`src/rtl/instr_fetch_seq.sv`:
```
`default_nettype none
// +--------------------------------------------------------------------------+
// | instr_fetch_seq: PC, req/ack instruction fetch, one-at-a-time sequencing  |
// | rev 1.0                                                                   |
// +--------------------------------------------------------------------------+
module instr_fetch_seq #(
   parameter int              PC_W     = 8,
   parameter logic [PC_W-1:0] RESET_PC = '0,
   parameter int              CNT_W    = 16
) (
   input  logic             clk,
   input  logic             reset,
   output logic             imem_req,
   output logic [PC_W-1:0]  imem_addr,
   input  logic             imem_ack,
   input  logic [7:0]       imem_rdata,
   output logic [7:0]       instr,
   output logic [2:0]       opcode,
   output logic [4:0]       imm5,
   output logic             instr_valid,
   input  logic             exec_done,
   input  logic             jump,
   input  logic             branch,
   input  logic             zero,
   output logic [PC_W-1:0]  pc,
   output logic [CNT_W-1:0] retired
);

   typedef enum logic [1:0] {
      ST_IDLE   = 2'd0,
      ST_FETCH  = 2'd1,
      ST_DECODE = 2'd2,
      ST_EXEC   = 2'd3
   } state_t;

   state_t           state_q, state_d;
   logic [PC_W-1:0]  pc_q, pc_d;
   logic [7:0]       instr_q, instr_d;
   logic [CNT_W-1:0] retired_q, retired_d;

   logic             taken;
   logic [PC_W-1:0]  imm_sext;
   logic [PC_W-1:0]  pc_seq;

   // Branch offset is relative to the sequential successor, not to pc itself.
   assign taken    = jump | (branch & zero);
   assign imm_sext = PC_W'($signed(instr_q[4:0]));
   assign pc_seq   = pc_q + PC_W'(1);

   always_comb begin
      state_d   = state_q;
      pc_d      = pc_q;
      instr_d   = instr_q;
      retired_d = retired_q;
      case (state_q)
         ST_IDLE: begin
            state_d = ST_FETCH;
         end
         ST_FETCH: begin
            if (imem_ack) begin
               instr_d = imem_rdata;
               state_d = ST_DECODE;
            end
         end
         ST_DECODE: begin
            state_d = ST_EXEC;
         end
         ST_EXEC: begin
            if (exec_done) begin
               pc_d      = taken ? (pc_seq + imm_sext) : pc_seq;
               retired_d = retired_q + CNT_W'(1);
               state_d   = ST_FETCH;
            end
         end
         default: begin
            state_d = ST_IDLE;
         end
      endcase
   end

   always_ff @(posedge clk) begin
      if (reset) begin
         state_q   <= ST_IDLE;
         pc_q      <= RESET_PC;
         instr_q   <= 8'h00;
         retired_q <= '0;
      end else begin
         state_q   <= state_d;
         pc_q      <= pc_d;
         instr_q   <= instr_d;
         retired_q <= retired_d;
      end
   end

   assign imem_req    = (state_q == ST_FETCH);
   assign imem_addr   = pc_q;
   assign instr_valid = (state_q == ST_DECODE);
   assign instr       = instr_q;
   assign opcode      = instr_q[7:5];
   assign imm5        = instr_q[4:0];
   assign pc          = pc_q;
   assign retired     = retired_q;

endmodule
`default_nettype wire

```
`config.mk`:
```
export PLATFORM = sky130hd
export DESIGN_NAME = instr_fetch_seq
export DESIGN_NICKNAME = d
export VERILOG_FILES = /design/src/rtl/instr_fetch_seq.sv
export SDC_FILE = /design/constraint.sdc
export NUM_CORES = 1
export LEC_CHECK = 0
export CORE_MARGIN = 8
export CORE_UTILIZATION = 42
export DETAILED_ROUTE_END_ITERATION = 10
export PLACE_DENSITY = 0.82
export REMOVE_ABC_BUFFERS = 1
export SLEW_MARGIN = 30
export SYNTH_ARGS = -nofsm -noshare
export SYNTH_HDL_FRONTEND = slang
export SYNTH_SLANG_ARGS = --single-unit
```
`constraint.sdc`:
```
create_clock -name clk -period 2.75 [get_ports clk]
set_clock_uncertainty 0.05 [all_clocks]
set_input_delay 0.55 -clock clk [delete_from_list [all_inputs] [get_ports clk]]
set_output_delay 0.55 -clock clk [all_outputs]
set_load 0.02 [all_outputs]
```
==> flow_summary.json <==
{
  "synth_compound_area_share_pct": 15.7,
  "crit_slowest_cell": "dfxtp_1",
  "nFillCells": 419,
  "synthTopCellsByArea": "dfxtp_1 33%, ha_1 8.6%, xor2_1 6.4%, buf_4 5.9%, a21oi_1 4.9%",
  "synth_area_sq_um": 2040,
  "crit_type": "flop to flop",
  "holdWs_ps": 428,
  "hold_class": "flop to flop",
  "startpoint_type": "flop",
  "synthAdderAreaFrac_pct": 9.55,
  "ys_top_cells_by_count": "34 x dfxtp_1, 26 x nand2_1, 24 x nor2_1",
  "setup_violations": 0,
  "cts_root_buf": "clkbuf_8",
  "synthFlopType": "dfxtp_1",
  "io_pins": 65,
  "yosysTopAreaCell": "dfxtp_1",
  "yosys.area_share.simple_pct": 21.2,
  "path_buf_inv": 0,
  "num_vias": 1945,
  "grt_pass1_wl_microns": 8670,
  "postRouteAntennaNets": 0,
  "period_share_pct": 96.7,
  "synth.most_common_cell": "dfxtp_1",
  "h-tree-depth": 2,
  "synth.area.mux_share_pct": 1.53,
  "max_stage_delay_ps": 510,
  "cp.required_ps": 2870,
  "die_area_sq_um": 7350,
  "die_h_microns": 85.8,
  "gp_congestion": 0.920,
  "endpoint_kind": "flop",
  "initial_core_util_pct": 43.3,
  "avgSynthCellArea_sq_um": 8.08,
  "max_freq_mhz": 376,
  "wl_microns": 5430,
  "n_antenna_cell": 0,
  "viasPerCell": 5.16,
  "die_x_microns": 85.8,
  "p_leak_nw": 1.14,
  "fp.coreArea_sq_um": 4720,
  "nets": 339,
  "tightest_slew_ps": 439,
  "syn2layout_area_growth_pct": 41.7,
  "port_buffers": 64,
  "clockBufferDepth": 2,
  "synth_xor_area_share_pct": 9.00,
  "wire_per_inst_microns": 14.4,
  "clock_sinks": 34,
  "synth_top_family_by_area": "simple AND/OR/NAND/NOR gates",
  "syn_inst": 253,
  "gr-usage-all-layers_pct": 14.4,
  "drv_cap": 0,
  "powerDensity_nw_per_um2": 518,
  "drc": 0,
  "antenna_found_initial": 0,
  "min_period_ps": 2660,
  "slew_headroom_pct": 70.7,
  "path_clk_slew_ps": 80,
  "synth-seq-area-share_pct": 33.3,
  "dr.pass1.iters": 4,
  "grt-ovfl-total": 0,
  "grt_pass1_vias": 1835,
  "arrival_ps": 2780,
  "dpl.hpwl_microns": 3950,
  "synthDominantCellAreaShare_pct": 33.3,
  "hold_viol": 0,
  "synth_edf_count": 0,
  "ys_types": 39,
  "async_reset_ff_share_pct": 0,
  "cts_tree": "done",
  "drtIter0Drc": 62,
  "status": "complete, no violations",
  "hold_buffers": 0,
  "final_max_slew_viol_count": 0,
  "cts_buffers": 5,
  "report.power.total_mw": 1.50,
  "grt_max_degree": 27,
  "num_rows": 25,
  "critPathMaxFanout": 8,
  "utilization_pct": 61.3,
  "yosys_warnings": 0,
  "ir_drop_mv": 0.386,
  "ys_ff_latch": 34,
  "drive_gt1_share_pct": 11.6,
  "clkLatencyLatePin_ps": 290,
  "crit_chain": "and3_1 > nand3_1 > xnor2_2 > ha_4 > o21ai_2 > a21o_1 > o21ai_1 > a211oi_2 > mux2i_1 > mux2_1",
  "crit_family": "multiplexers"
}
-- flip-flops by register name (all words and copies together) (netlist names) --
register / flops
retired: 16
instr: 8
imem_addr: 8
state_q: 2
-- stage by stage --
step | worst slack, ps | TNS [ps] | std cells | instance area [sq um]
after floorplan | -198 | -198 | 226 | 1880
after global placement | 147 | 0 | 368 | 2690
after detailed placement | 47.4 | 0 | 368 | 2690
after CTS | 30.3 | 0 | 376 | 2820
after global routing | -68.5 | -68.5 | 377 | 2900
final | 90.5 | 0 | 377 | 2900
-- layout by cell type, fill, tap and decap left out, types with 2 or more instances in the layout --
master,instances
a211oi_2,2
a21o_1,5
a21oi_1,20
a22oi_1,3
and3_1,5
and3_4,2
buf_4,12
bufinv_16,2
clkbuf_8,5
clkdlybuf4s50_1,64
dfxtp_1,32
dfxtp_2,2
ha_1,12
ha_4,2
inv_1,9
mux2i_1,2
nand2_1,26
nand3_1,16
nand4_1,5
nor2_1,24
nor3_1,4
o21ai_0,11
o22ai_1,2
or3_1,3
xnor2_1,5
xor2_1,13
xor2_2,2
-- final cells by class --
class | instances | area, sq um | share of cell area, %
clock buffers | 5 | 68.8 | 2.38
clock inverters | 3 | 68.8 | 2.38
inverters | 9 | 33.8 | 1.17
multi-input cells | 183 | 1230 | 42.4
flip-flops and latches | 34 | 683 | 23.6
well taps | 67 | 83.8 | 2.90
repair buffers | 76 | 731 | 25.2
-- power breakdown --
| group | leakage, nW | internal, mW | total [mW] | switching (mW) |
|---|---|---|---|---|
| Combinational | 0.791 | 0.180 | 0.384 | 0.204 |
| Clock | 0.0683 | 0.363 | 0.558 | 0.195 |
| Sequential | 0.276 | 0.521 | 0.558 | 0.0372 |
-- timing repair --
action,in CTS,in global routing
setup endpoints to repair,0,1
gates resized for setup,0,13
buffers inserted,0,1
-- worst register-to-register path: cells and delay by family, from the launching register on --
kind | cells | cell delay, ps
AOI/OAI and AO/OA | 4 | 530
muxes | 2 | 560
adders and majority gates | 1 | 250
and+or+nand+nor | 2 | 380
DFF | 1 | 510
xor gates and xnor gates | 1 | 280
-- cells by family (layout without fill, tap and decap cells) --
group           count (synthesis)  after routing
simple gates                   92             92
compound gates                 52             52
buf+inv                        36             93
flops                          34             34
xor+xnor                       21             21
fa+ha+maj                      15             15
mux                             3              3
-- final timing paths --
kind	startpoint	endpoint	slack (ps)	cells after the start
worst min-delay path	instr[5]	instr[5]	430	2
worst min register to register	instr[5]	instr[5]	430	2
worst max register to register	imem_addr[3]	imem_addr[7]	90	10
worst max-delay path	imem_addr[3]	imem_addr[7]	90	10
-- per-layer routing --
layer	vias up	share of wire [%]	wire length [microns]	track usage, %
met2	49	50	2720	25.0
li1	968	-	-	-
met3	13	4.0	219	3.06
met5	-	0	0	0
met4	0	2.4	133	7.32
met1	915	43	2360	16.4
No activity file was read; power rests on OpenSTA's default activity.
==> patch (config.mk and constraints unchanged) <==
`CNT_W`: 16 -> 18.
--- a/src/rtl/instr_fetch_seq.sv
+++ b/src/rtl/instr_fetch_seq.sv
@@ -6,7 +6,7 @@
 module instr_fetch_seq #(
    parameter int              PC_W     = 8,
    parameter logic [PC_W-1:0] RESET_PC = '0,
-   parameter int              CNT_W    = 16
+   parameter int              CNT_W    = 18
 ) (
    input  logic             clk,
    input  logic             reset,
Ports: changed (resized retired); port bits go from 65 to 67. No check against the original RTL was run, so the function may have changed too.
==> patch against the unedited design <==
- sequential cell count is 2 higher
- global-route usage is 0.14 points higher
- synthesized area is 5.0% higher
- power is 5.0% lower
- sequential share of layout area is 1.7 points higher
- non-clock buffer count is 4 lower
- first-iteration DRC count is 97% higher
- clock power is 34% lower
- worst setup slack better by 0.11 ns
- final area is 1.7% lower
- wire length is 0.90% lower
- critical path type unchanged
==> patch: results (changes against the unedited design) <==
.. list-table::
   :header-rows: 1

   * - Metric
     - Value
   * - Lkg Pwr
     - 0.00109 uW (-3.5%)
   * - Port-buffer cells
     - 66 (+3.1%)
   * - Highest fanout seen on the critical path
     - 5 (-3)
   * - Worst R2R Setup Slack
     - 0.20 ns (+0.11 ns)
   * - Reg-to-Reg Start
     - imem_addr[1]
   * - Count of fill cells added during filler insertion
     - 477 (+14%)
   * - Number of iterations in the first detailed-routing pass
     - 4 (unchanged)
   * - Overall fraction of global-route tracks in use
     - 14.6% (+0.14 points)
   * - Number of buffers on the longest clock path
     - 2 (unchanged)
   * - Min-delay src
     - instr[7]
   * - Ratio of cells with drive above 1 in the final layout
     - 6.03% (-5.6 points)
   * - Sum of routed wire length over all layers
     - 5.38 mm (-0.90%)
   * - Wire length of the first global-routing pass
     - 8.87 mm (+2.4%)
   * - Status
     - finished, final reports clean
   * - Sum of net half-perimeters after detailed placement
     - 4.12 mm (+4.2%)
   * - Initial detailed-routing violation count
     - 122 (+97%)
   * - Terminus of the critical flop-to-flop path
     - imem_addr[7]
   * - Worst Tran Pin Value
     - 0.467 ns (+0.0281 ns)
   * - Fraction of synthesis flops using an asynchronous set or reset pin
     - 0% (unchanged)
   * - Post-cts gate resize count
     - 0 (unchanged)
   * - Worst Hold Path EP
     - instr[7]
   * - Top cells by instance count after synthesis
     - sky130_fd_sc_hd__dfxtp_1, sky130_fd_sc_hd__nor2_1, sky130_fd_sc_hd__a21oi_1, sky130_fd_sc_hd__nand2_1, sky130_fd_sc_hd__nand3_1
   * - Synthesis warning total
     - 0 (unchanged)
   * - Post-CTS setup buffer count
     - 0 (unchanged)
   * - Synth top area cells
     - sky130_fd_sc_hd__dfxtp_1, sky130_fd_sc_hd__ha_1, sky130_fd_sc_hd__buf_4, sky130_fd_sc_hd__nor2_1, sky130_fd_sc_hd__a21oi_1
   * - Via count of the first global-routing pass
     - 1865 (+1.6%)
   * - CP peak stage delay
     - 0.40 ns (-0.11 ns)
   * - Part of the Yosys area used for sequential elements
     - 33.6% (+0.27 points)
   * - Pre-CTS setup slack
     - 0.210 ns (+0.162 ns)
   * - Vias per cell
     - 5.08 (-1.5%)
   * - Largest register FFs
     - 18 (+2)
   * - Number of nets in the final layout
     - 344 (+1.5%)
   * - Crit path max-delay cell type
     - sky130_fd_sc_hd__dfxtp_1
   * - GP Congestion
     - 0.860 (-6.6%)
   * - Maximum number of pins on one net before global-route repair
     - 19 (-30%)
   * - Largest voltage drop on the vdd net
     - 0.385 mV (-0.36%)
   * - Cell variety after synth
     - 40 (+2.6%)
   * - Worst min-delay path class
     - flip-flop to flip-flop
   * - Data arrival at the endpoint of the critical path
     - 2.67 ns (-0.11 ns)
patch: cell count changes in the layout (fill, tap and decap cells not counted), sizes merged, moves of 4 or more:
cell | before | now
nor3 | 4 | 9
buf | 12 | 6
xor2 | 15 | 11
nand2 | 26 | 20
nor2 | 24 | 28
xnor2 | 6 | 11
patch: layout make-up:
cell class	count	area, um2	share of cell area, %
clock buffers	7	76.3	2.68
clock inverters	1	8.76	0.308
inverters	10	37.5	1.32
multi-input cells	189	1210	42.5
flip-flops and latches	36	721	25.3
well taps	70	87.6	3.08
repair buffers	72	706	24.8
patch: where the power goes:
part           leakage [uW]  internal (uW)  total, uW  switching, uW
clock             0.0000424            181        368            187
sequential         0.000292            558        603           45.0
combinational      0.000761            208        454            246
total               0.00109            948       1420            477
patch: kinds of logic (layout without fill, tap and decap cells):
kind of cell	count (synthesis)	after routing	synth area share, %
buffers and inverters	34	90	10.1
AOI/OAI and AO/OA	56	56	16.9
xor gates and xnor gates	22	22	8.98
adders and majority gates	15	15	9.10
DFF	36	36	33.6
and+or+nand+nor	96	96	21.3
patch: critical path, delay by kind of cell, from the launching register on:
family	cells	cell delay, ns
and+or+nand+nor	2	0.32
DFF	1	0.40
AOI/OAI and AO/OA	4	0.68
xor gates and xnor gates	2	0.43
adders and majority gates	2	0.56
patch: routing by layer:
layer / part of all wire, % / wire [um] / track usage (%) / vias up
met5: 0 / 0 / 0 / -
met4: 0.93 / 50 / 4.53 / 0
met3: 6.5 / 349 / 4.06 / 6
met2: 46 / 2500 / 24.0 / 56
met1: 46 / 2490 / 17.8 / 896
li1: - / - / - / 998
patch: worst max path at each step:
| stage | slack (ns) | start | to | depth (start not counted) |
|---|---|---|---|---|
| final | 0.20 | imem_addr[1] | imem_addr[7] | 10 |
| after global routing | 0.01 | imem_addr[1] | imem_addr[6] | 9 |
| after CTS | 0.20 | imem_addr[1] | imem_addr[7] | 10 |
| after detailed placement | 0.21 | imem_addr[1] | imem_addr[7] | 10 |
| after global placement | 0.35 | imem_addr[1] | imem_addr[7] | 10 |
| after floorplan | 0.1 | imem_addr[0] | imem_addr[7] | 10 |
patch: metrics by stage:
stage	hold slack (ns)	std cells	util, %	total power (uW)	instance area, um2
after global routing	0.459	385	56.8	1510	2850
after detailed placement	0.422	377	55.1	1070	2760
after CTS	0.435	385	56.8	1440	2840
after floorplan	0.457	235	-	860	1970
after global placement	0.409	377	55.1	1060	2760
final	0.433	385	56.8	1420	2850
